**src/rtl/f_d_reg_pkg.sv**
```systemverilog
// f_d_reg_pkg: ExcCodes and memory-map constants shared by the fetch/decode path and address checkers.
package f_d_reg_pkg;
  localparam logic [4:0] EXC_NONE = 5'd0;
  localparam logic [4:0] EXC_ADEL = 5'd4;
  localparam logic [4:0] EXC_ADES = 5'd5;
  localparam logic [4:0] EXC_RI = 5'd10;
  localparam logic [4:0] EXC_OV = 5'd12;
  localparam logic [31:0] PC_RESET = 32'h0000_3000;
  localparam logic [31:0] IM_BASE = 32'h0000_3000;
  localparam logic [31:0] IM_TOP = 32'h0000_6FFF;
endpackage

```
**src/rtl/f_d_reg_if.sv**
```systemverilog
// f_d_reg_if: fetch-side inputs and decode-side outputs of the IF/ID register.
// Counter outputs exist only when FD_STALL_CNT_EN is defined.
interface f_d_reg_if;
  logic en;
  logic flush;
  logic [31:0] F_PC;
  logic [31:0] F_Instr;
  logic F_BD;
  logic [31:0] D_PC;
  logic [31:0] D_Instr;
  logic D_valid;
  logic [4:0] D_ExcCode;
  logic D_BD;
`ifdef FD_STALL_CNT_EN
  logic [31:0] stall_cnt;
  logic [31:0] bubble_cnt;
  modport master (output en, flush, F_PC, F_Instr, F_BD,
                  input D_PC, D_Instr, D_valid, D_ExcCode, D_BD, stall_cnt, bubble_cnt);
  modport slave (input en, flush, F_PC, F_Instr, F_BD,
                 output D_PC, D_Instr, D_valid, D_ExcCode, D_BD, stall_cnt, bubble_cnt);
`else
  modport master (output en, flush, F_PC, F_Instr, F_BD,
                  input D_PC, D_Instr, D_valid, D_ExcCode, D_BD);
  modport slave (input en, flush, F_PC, F_Instr, F_BD,
                 output D_PC, D_Instr, D_valid, D_ExcCode, D_BD);
`endif
endinterface

```
**src/rtl/f_d_reg_pc_addr_chk.sv**
```systemverilog
// pc_addr_chk: combinational address fault detector (alignment plus unsigned [LO,HI] window).
module pc_addr_chk #(
  parameter logic [31:0] LO = 32'h0000_3000,
  parameter logic [31:0] HI = 32'h0000_6FFF,
  parameter logic [1:0] ALIGN = 2'b11
) (
  input  logic [31:0] i_addr,
  output logic        o_fault
);
  assign o_fault = (|(i_addr[1:0] & ALIGN)) | (i_addr < LO) | (i_addr > HI);
endmodule

```
**src/rtl/f_d_reg.sv**
```systemverilog
// f_d_reg: IF/ID pipeline register; fetch faults become a valid nop tagged AdEL.
// FD_STALL_CNT_EN adds saturating stall/bubble counters.
module f_d_reg
  import f_d_reg_pkg::*;
(
  input logic clk,
  input logic reset,
  f_d_reg_if.slave bus
);
  logic w_fault;
  logic [31:0] r_pc;
  logic [31:0] r_instr;
  logic r_valid;
  logic [4:0] r_exc;
  logic r_bd;
  pc_addr_chk #(.LO(IM_BASE), .HI(IM_TOP), .ALIGN(2'b11)) u_chk (
    .i_addr(bus.F_PC),
    .o_fault(w_fault)
  );
  // flush still captures F_PC so EPC has a meaningful value for the bubble
  always_ff @(posedge clk)
    if (reset) begin
      r_pc <= PC_RESET;
      r_instr <= '0;
      r_valid <= 1'b0;
      r_exc <= EXC_NONE;
      r_bd <= 1'b0;
    end else if (bus.flush) begin
      r_pc <= bus.F_PC;
      r_instr <= '0;
      r_valid <= 1'b0;
      r_exc <= EXC_NONE;
      r_bd <= 1'b0;
    end else if (bus.en) begin
      r_pc <= bus.F_PC;
      r_instr <= w_fault ? '0 : bus.F_Instr;
      r_valid <= 1'b1;
      r_exc <= w_fault ? EXC_ADEL : EXC_NONE;
      r_bd <= bus.F_BD;
    end
  assign bus.D_PC = r_pc;
  assign bus.D_Instr = r_instr;
  assign bus.D_valid = r_valid;
  assign bus.D_ExcCode = r_exc;
  assign bus.D_BD = r_bd;
`ifdef FD_STALL_CNT_EN
  logic [31:0] r_stall_cnt;
  logic [31:0] r_bubble_cnt;
  always_ff @(posedge clk)
    if (reset) begin
      r_stall_cnt <= '0;
      r_bubble_cnt <= '0;
    end else begin
      if (!bus.flush && !bus.en && r_stall_cnt != '1) r_stall_cnt <= r_stall_cnt + 32'd1;
      if (bus.flush && r_bubble_cnt != '1) r_bubble_cnt <= r_bubble_cnt + 32'd1;
    end
  assign bus.stall_cnt = r_stall_cnt;
  assign bus.bubble_cnt = r_bubble_cnt;
`endif
endmodule

```
**src/flat_wrapper.sv**
```systemverilog
// flat-port wrapper written by rule: the top's interface ports become plain ports
module f_d_reg_flat import f_d_reg_pkg::*;
  (clk, reset, bus_en, bus_flush, bus_F_PC, bus_F_Instr, bus_F_BD, bus_D_PC, bus_D_Instr, bus_D_valid, bus_D_ExcCode, bus_D_BD);
  f_d_reg_if bus_i ();
  input logic clk;
  input logic reset;
  input wire logic [$bits(bus_i.en)-1:0] bus_en;
  input wire logic [$bits(bus_i.flush)-1:0] bus_flush;
  input wire logic [$bits(bus_i.F_PC)-1:0] bus_F_PC;
  input wire logic [$bits(bus_i.F_Instr)-1:0] bus_F_Instr;
  input wire logic [$bits(bus_i.F_BD)-1:0] bus_F_BD;
  output wire logic [$bits(bus_i.D_PC)-1:0] bus_D_PC;
  output wire logic [$bits(bus_i.D_Instr)-1:0] bus_D_Instr;
  output wire logic [$bits(bus_i.D_valid)-1:0] bus_D_valid;
  output wire logic [$bits(bus_i.D_ExcCode)-1:0] bus_D_ExcCode;
  output wire logic [$bits(bus_i.D_BD)-1:0] bus_D_BD;
  assign bus_i.en = bus_en;
  assign bus_i.flush = bus_flush;
  assign bus_i.F_PC = bus_F_PC;
  assign bus_i.F_Instr = bus_F_Instr;
  assign bus_i.F_BD = bus_F_BD;
  assign bus_D_PC = bus_i.D_PC;
  assign bus_D_Instr = bus_i.D_Instr;
  assign bus_D_valid = bus_i.D_valid;
  assign bus_D_ExcCode = bus_i.D_ExcCode;
  assign bus_D_BD = bus_i.D_BD;
  f_d_reg u_core (.clk(clk), .reset(reset), .bus(bus_i));
endmodule
```
**config.mk**
```make
export PLATFORM = sky130hd
export DESIGN_NAME = f_d_reg_flat
export DESIGN_NICKNAME = d
export VERILOG_FILES = /design/src/rtl/f_d_reg_pkg.sv /design/src/rtl/f_d_reg_if.sv /design/src/rtl/f_d_reg_pc_addr_chk.sv /design/src/rtl/f_d_reg.sv /design/src/flat_wrapper.sv
export SDC_FILE = /design/constraint.sdc
export NUM_CORES = 1
export LEC_CHECK = 0
export ABC_AREA = 1
export CORE_ASPECT_RATIO = 1.75
export CORE_MARGIN = 5
export CORE_UTILIZATION = 40
export CTS_CLUSTER_SIZE = 28
export DETAILED_ROUTE_END_ITERATION = 6
export PLACE_DENSITY = 0.84
export SLEW_MARGIN = 5
export SYNTH_ARGS = -nofsm -noshare
export SYNTH_HDL_FRONTEND = slang
export SYNTH_HIERARCHICAL = 1
export SYNTH_SLANG_ARGS = --single-unit
```
**constraint.sdc**
```tcl
create_clock -name clk -period 1.22 [get_ports clk]
set_input_delay 0.305 -clock clk [delete_from_list [all_inputs] [get_ports clk]]
set_output_delay 0.305 -clock clk [all_outputs]
set_load 0.01 [all_outputs]
```
==> out/results.env <==
PLACED_CELL_AREA_MM2=0.00424
WORSTPATHMAXFANOUT=8
POST_SYNTH_INST_COUNT=385
CRITICAL_PATH.SLOWEST_CELL='sky130_fd_sc_hd__clkdlybuf4s15_1'
COUNT_OF_CELL_TYPES_IN_THE_NETLIST=15
VIAS=2947
SEQ_AREA_FRAC_SYNTH=0.489
TIMING.CRITICAL_PATH.REQUIRED_NS=1.46
CTSHOLDBUFFERS=0
GRT_OVERFLOW_TOTAL=0
RR_STARTPOINT='u_core/bus.D_Instr[2]$_SDFFE_PP0P_'
SYNTH_TOP_AREA_FRAC=0.489
FINALMAXSLEWVIOLATIONS=0
FINAL_LAYOUT_SIZE_SUFFIX_GT1_FRAC=0.316
FINAL_PERIOD_MINUS_WORST_SETUP_SLACK_NS=1.23
PATH_CELLS='clkdlybuf4s15_1 > nor2_1 > nand2_1 > nor2_2 > nand3_2 > clkinv_4 > buf_16 > nand3_1 > a21oi_1'
SYNTH_MOST_COMMON_CELL='sky130_fd_sc_hd__nand2_1'
COUNT_OF_FLIP_FLOPS_WITH_A_BUILT_IN_ENABLE_AFTER_SYNTHESIS=0
TRITONCTS_NUM_SINKS=67
SYNTH-SEQ-CELLS=67
CLOCK_PATH_BUFFERS=2
CP.ARRIVAL_NS=1.47
INITIAL_CORE_UTIL=0.406
STDCELL_AREA_MM2=0.00452
SLOWEST_DELAY_NS=0.20
NETLIST.TOP_CELL.BY_AREA='sky130_fd_sc_hd__dfxtp_1'
DPL.CELL_COUNT=601
SYNTH_COMMONEST_CELLS='sky130_fd_sc_hd__nand2_1 (109), sky130_fd_sc_hd__nor2_1 (74), sky130_fd_sc_hd__dfxtp_1 (67)'
SYNTHARSTFLOPSHARE=0
P_LEAK_nW=1.95
CRITICAL_PATH_BUF_INV_COUNT=3
ANTENNA_VIOLATIONS_BEFORE_REPAIR=0
PIN_COUNT_OF_THE_BIGGEST_NET_ENTERING_GLOBAL_ROUTING=36
CLOCK_INSERTION_DELAY_WORST_SKEW_NS=0.32
TIMING.FINAL.CRIT_SHARE=1.01
MAX_CLOCK_FREQ_MHz=811
FAILING_CHECKS='setup timing'
ROOT_BUFFER_SELECTED_BY_CTS='sky130_fd_sc_hd__clkbuf_16'
TOP_LEVEL_PORTS=140
TIMING.SETUP.TNS_NS=-0.0145
FILLERINSTANCES=579
FINALNONFILLERCELLS=619
NUMBER_OF_OPTIMIZATION_ITERATIONS_IN_THE_FIRST_DETAILED_ROUTE_PASS=4
NUMBER_OF_GLOBAL_ROUTE_VIAS_BEFORE_REPAIR=2929
SETUP_VIOL=2
MAX_CAP_VIOLATIONS=0
DP_HPWL_UM=6210
DRT-INITIAL-DRC-COUNT=170
WORST_SETUP_PATH_END_KIND='register'
NUM-NETS-FINAL=601
IO_BUFFERS=135
DRC=0
DP_SLACK_NS=-0.638
SYNTH.TOP_CELLS.BY_AREA='sky130_fd_sc_hd__dfxtp_1 (49%), sky130_fd_sc_hd__nand2_1 (15%), sky130_fd_sc_hd__nor2_1 (10%), sky130_fd_sc_hd__nand3_1 (6.6%), sky130_fd_sc_hd__a21oi_1 (6.2%)'
CRIT_PATH_START='bus_F_PC[27]'
TRITONCTS='built'
CLK_TRANSITION_REPORTED_PATHS_NS=0.05
FINCLKSKEW_NS=0
CRITICAL_PATH.STARTPOINT_TYPE='input port'
ROUTABILITYCONGESTION=0.809
STD_CELL_ROWS=40
STATUS='finished with violations'
GRT_UTIL_ALL_LAYERS=0.204
SYNTHTOLAYOUTAREAGROWTH_PCT=64.8
POWER.DENSITY_CELL_AREA_mW_PER_MM2=1210
NUM_ANTENNA_CELLS=0
YS_DOMINANT_REG_CELL='sky130_fd_sc_hd__dfxtp_1'
YS.WARNINGS.COUNT=6
CTSHTREEMAXLEVEL=3
FINAL_CORE_UTIL=0.669
WORSTSETUPPATHTYPE='input port to register'
FINAL.HOLD.WORST_SLACK_NS=0.232
FIRST_PASS_GRT_WIRE_LENGTH_UM=13800
SYNTH.AVG_CELL_AREA_UM2=7.12
DRT-TOTAL-WL_UM=9160
DIE_W_UM=72.6
FINAL-HOLD-VIOLATION-COUNT=0
CRITICAL-PATH-TOP-DELAY-FAMILY='simple AND/OR/NAND/NOR gates'
DETAIL_ROUTE.WL_PER_CELL_UM=14.8
FIN_WS_NS=-0.0138
POWER_mW=5.49
ROUTED_VIA_DENSITY=4.76
DIE-AREA_MM2=0.00868
CORE_AREA_MM2=0.00676
FINAL_ANTENNA_NET_COUNT=0
MAPPEDNETLISTAREA_MM2=0.00274
WORST_HOLD_PATH_TYPE='input port to register'
VDD_DROP_MAX_mV=0.973
CTS_MADE_BUFFERS=9
HOLD_START='bus_F_PC[12]'
GRT_SETUP_UNREPAIRED='yes'
DIE_H_UM=120
final cells by class:
class	count	area (um^2)	area share
Clock buffer	11	243	0.0537
Inverter	36	140	0.0310
Timing Repair Buffer	159	1390	0.307
Multi-Input combinational cell	259	1250	0.276
Sequential cell	67	1360	0.300
Clock inverter	3	40.0	0.00886
Tap cell	84	105	0.0232
state kept, by name (all words and copies together) (netlist names):
signal                count
u_core/bus.D_BD           1
u_core/bus.D_ExcCode      1
u_core/bus.D_Instr       32
u_core/bus.D_PC          32
u_core/bus.D_valid        1
worst min-delay path, stage by stage:
cell and delay [ns]:
sky130_fd_sc_hd__clkbuf_2 0.10, sky130_fd_sc_hd__nand2_1 0.05, sky130_fd_sc_hd__nand3_1 0.06
routing by layer:
layer | vias to the layer above | share of wire | global-route usage
met5 | - | 0 | 0
met1 | 1347 | 0.36 | 0.203
met2 | 121 | 0.55 | 0.367
li1 | 1459 | - | -
met3 | 20 | 0.075 | 0.0570
met4 | 0 | 0.024 | 0.112
cell usage in the layout (no fill, tap or decap), types with 2 or more instances in the layout:
cell type	Yosys	layout
sky130_fd_sc_hd__clkdlybuf4s50_1	0	46
sky130_fd_sc_hd__buf_16	0	2
sky130_fd_sc_hd__dfxtp_1	67	54
sky130_fd_sc_hd__a21oi_2	0	15
sky130_fd_sc_hd__nand2_1	109	108
sky130_fd_sc_hd__buf_2	6	15
sky130_fd_sc_hd__conb_1	1	4
sky130_fd_sc_hd__nand2_2	1	2
sky130_fd_sc_hd__clkdlybuf4s15_2	0	18
sky130_fd_sc_hd__buf_12	0	6
sky130_fd_sc_hd__clkinv_2	0	2
sky130_fd_sc_hd__clkdlybuf4s15_1	0	6
sky130_fd_sc_hd__nand3_2	0	11
sky130_fd_sc_hd__inv_1	33	32
sky130_fd_sc_hd__nand3_1	36	22
sky130_fd_sc_hd__dfxtp_2	0	13
sky130_fd_sc_hd__inv_2	2	2
sky130_fd_sc_hd__nor2_2	0	4
sky130_fd_sc_hd__buf_4	9	13
sky130_fd_sc_hd__clkbuf_16	0	10
sky130_fd_sc_hd__clkbuf_2	0	46
sky130_fd_sc_hd__nor2_1	74	69
sky130_fd_sc_hd__a21oi_1	34	19
sky130_fd_sc_hd__nand3_4	0	3
sky130_fd_sc_hd__dlygate4sd2_1	0	4
kinds of logic (layout without fill, tap and decap cells):
logic type,count (synthesis),after routing,synth area share
AND/OR/NAND/NOR,221,221,0.326
buffers and inverters,62,209,0.122
AO/OA/AOI/OAI,34,34,0.0620
other,1,4,0.00137
flip-flops,67,67,0.489
power breakdown:
part / switching, mW / internal, mW
clock: 0.829 / 1.60
combinational: 0.365 / 0.371
sequential: 0.0421 / 2.28
total: 1.24 / 4.25
final timing paths:
check	endpoint	slack, ns	cells after the start
setup / recovery	u_core/bus.D_Instr[2]$_SDFFE_PP0P_	-0.01	9
hold / removal	u_core/bus.D_PC[12]$_SDFFE_PP1P_	0.23	3
setup reg to reg	u_core/bus.D_Instr[2]$_SDFFE_PP0P_	0.53	2
hold reg to reg	u_core/bus.D_Instr[21]$_SDFFE_PP0P_	0.46	2
repair_timing:
action                     4_1_cts  5_1_grt
buffers inserted                 1        0
gates cloned                     2        1
setup endpoints to repair      100       96
pin swaps                       23       26
resized for setup              227      101
Note: power is estimated with default switching activity, not from simulation.
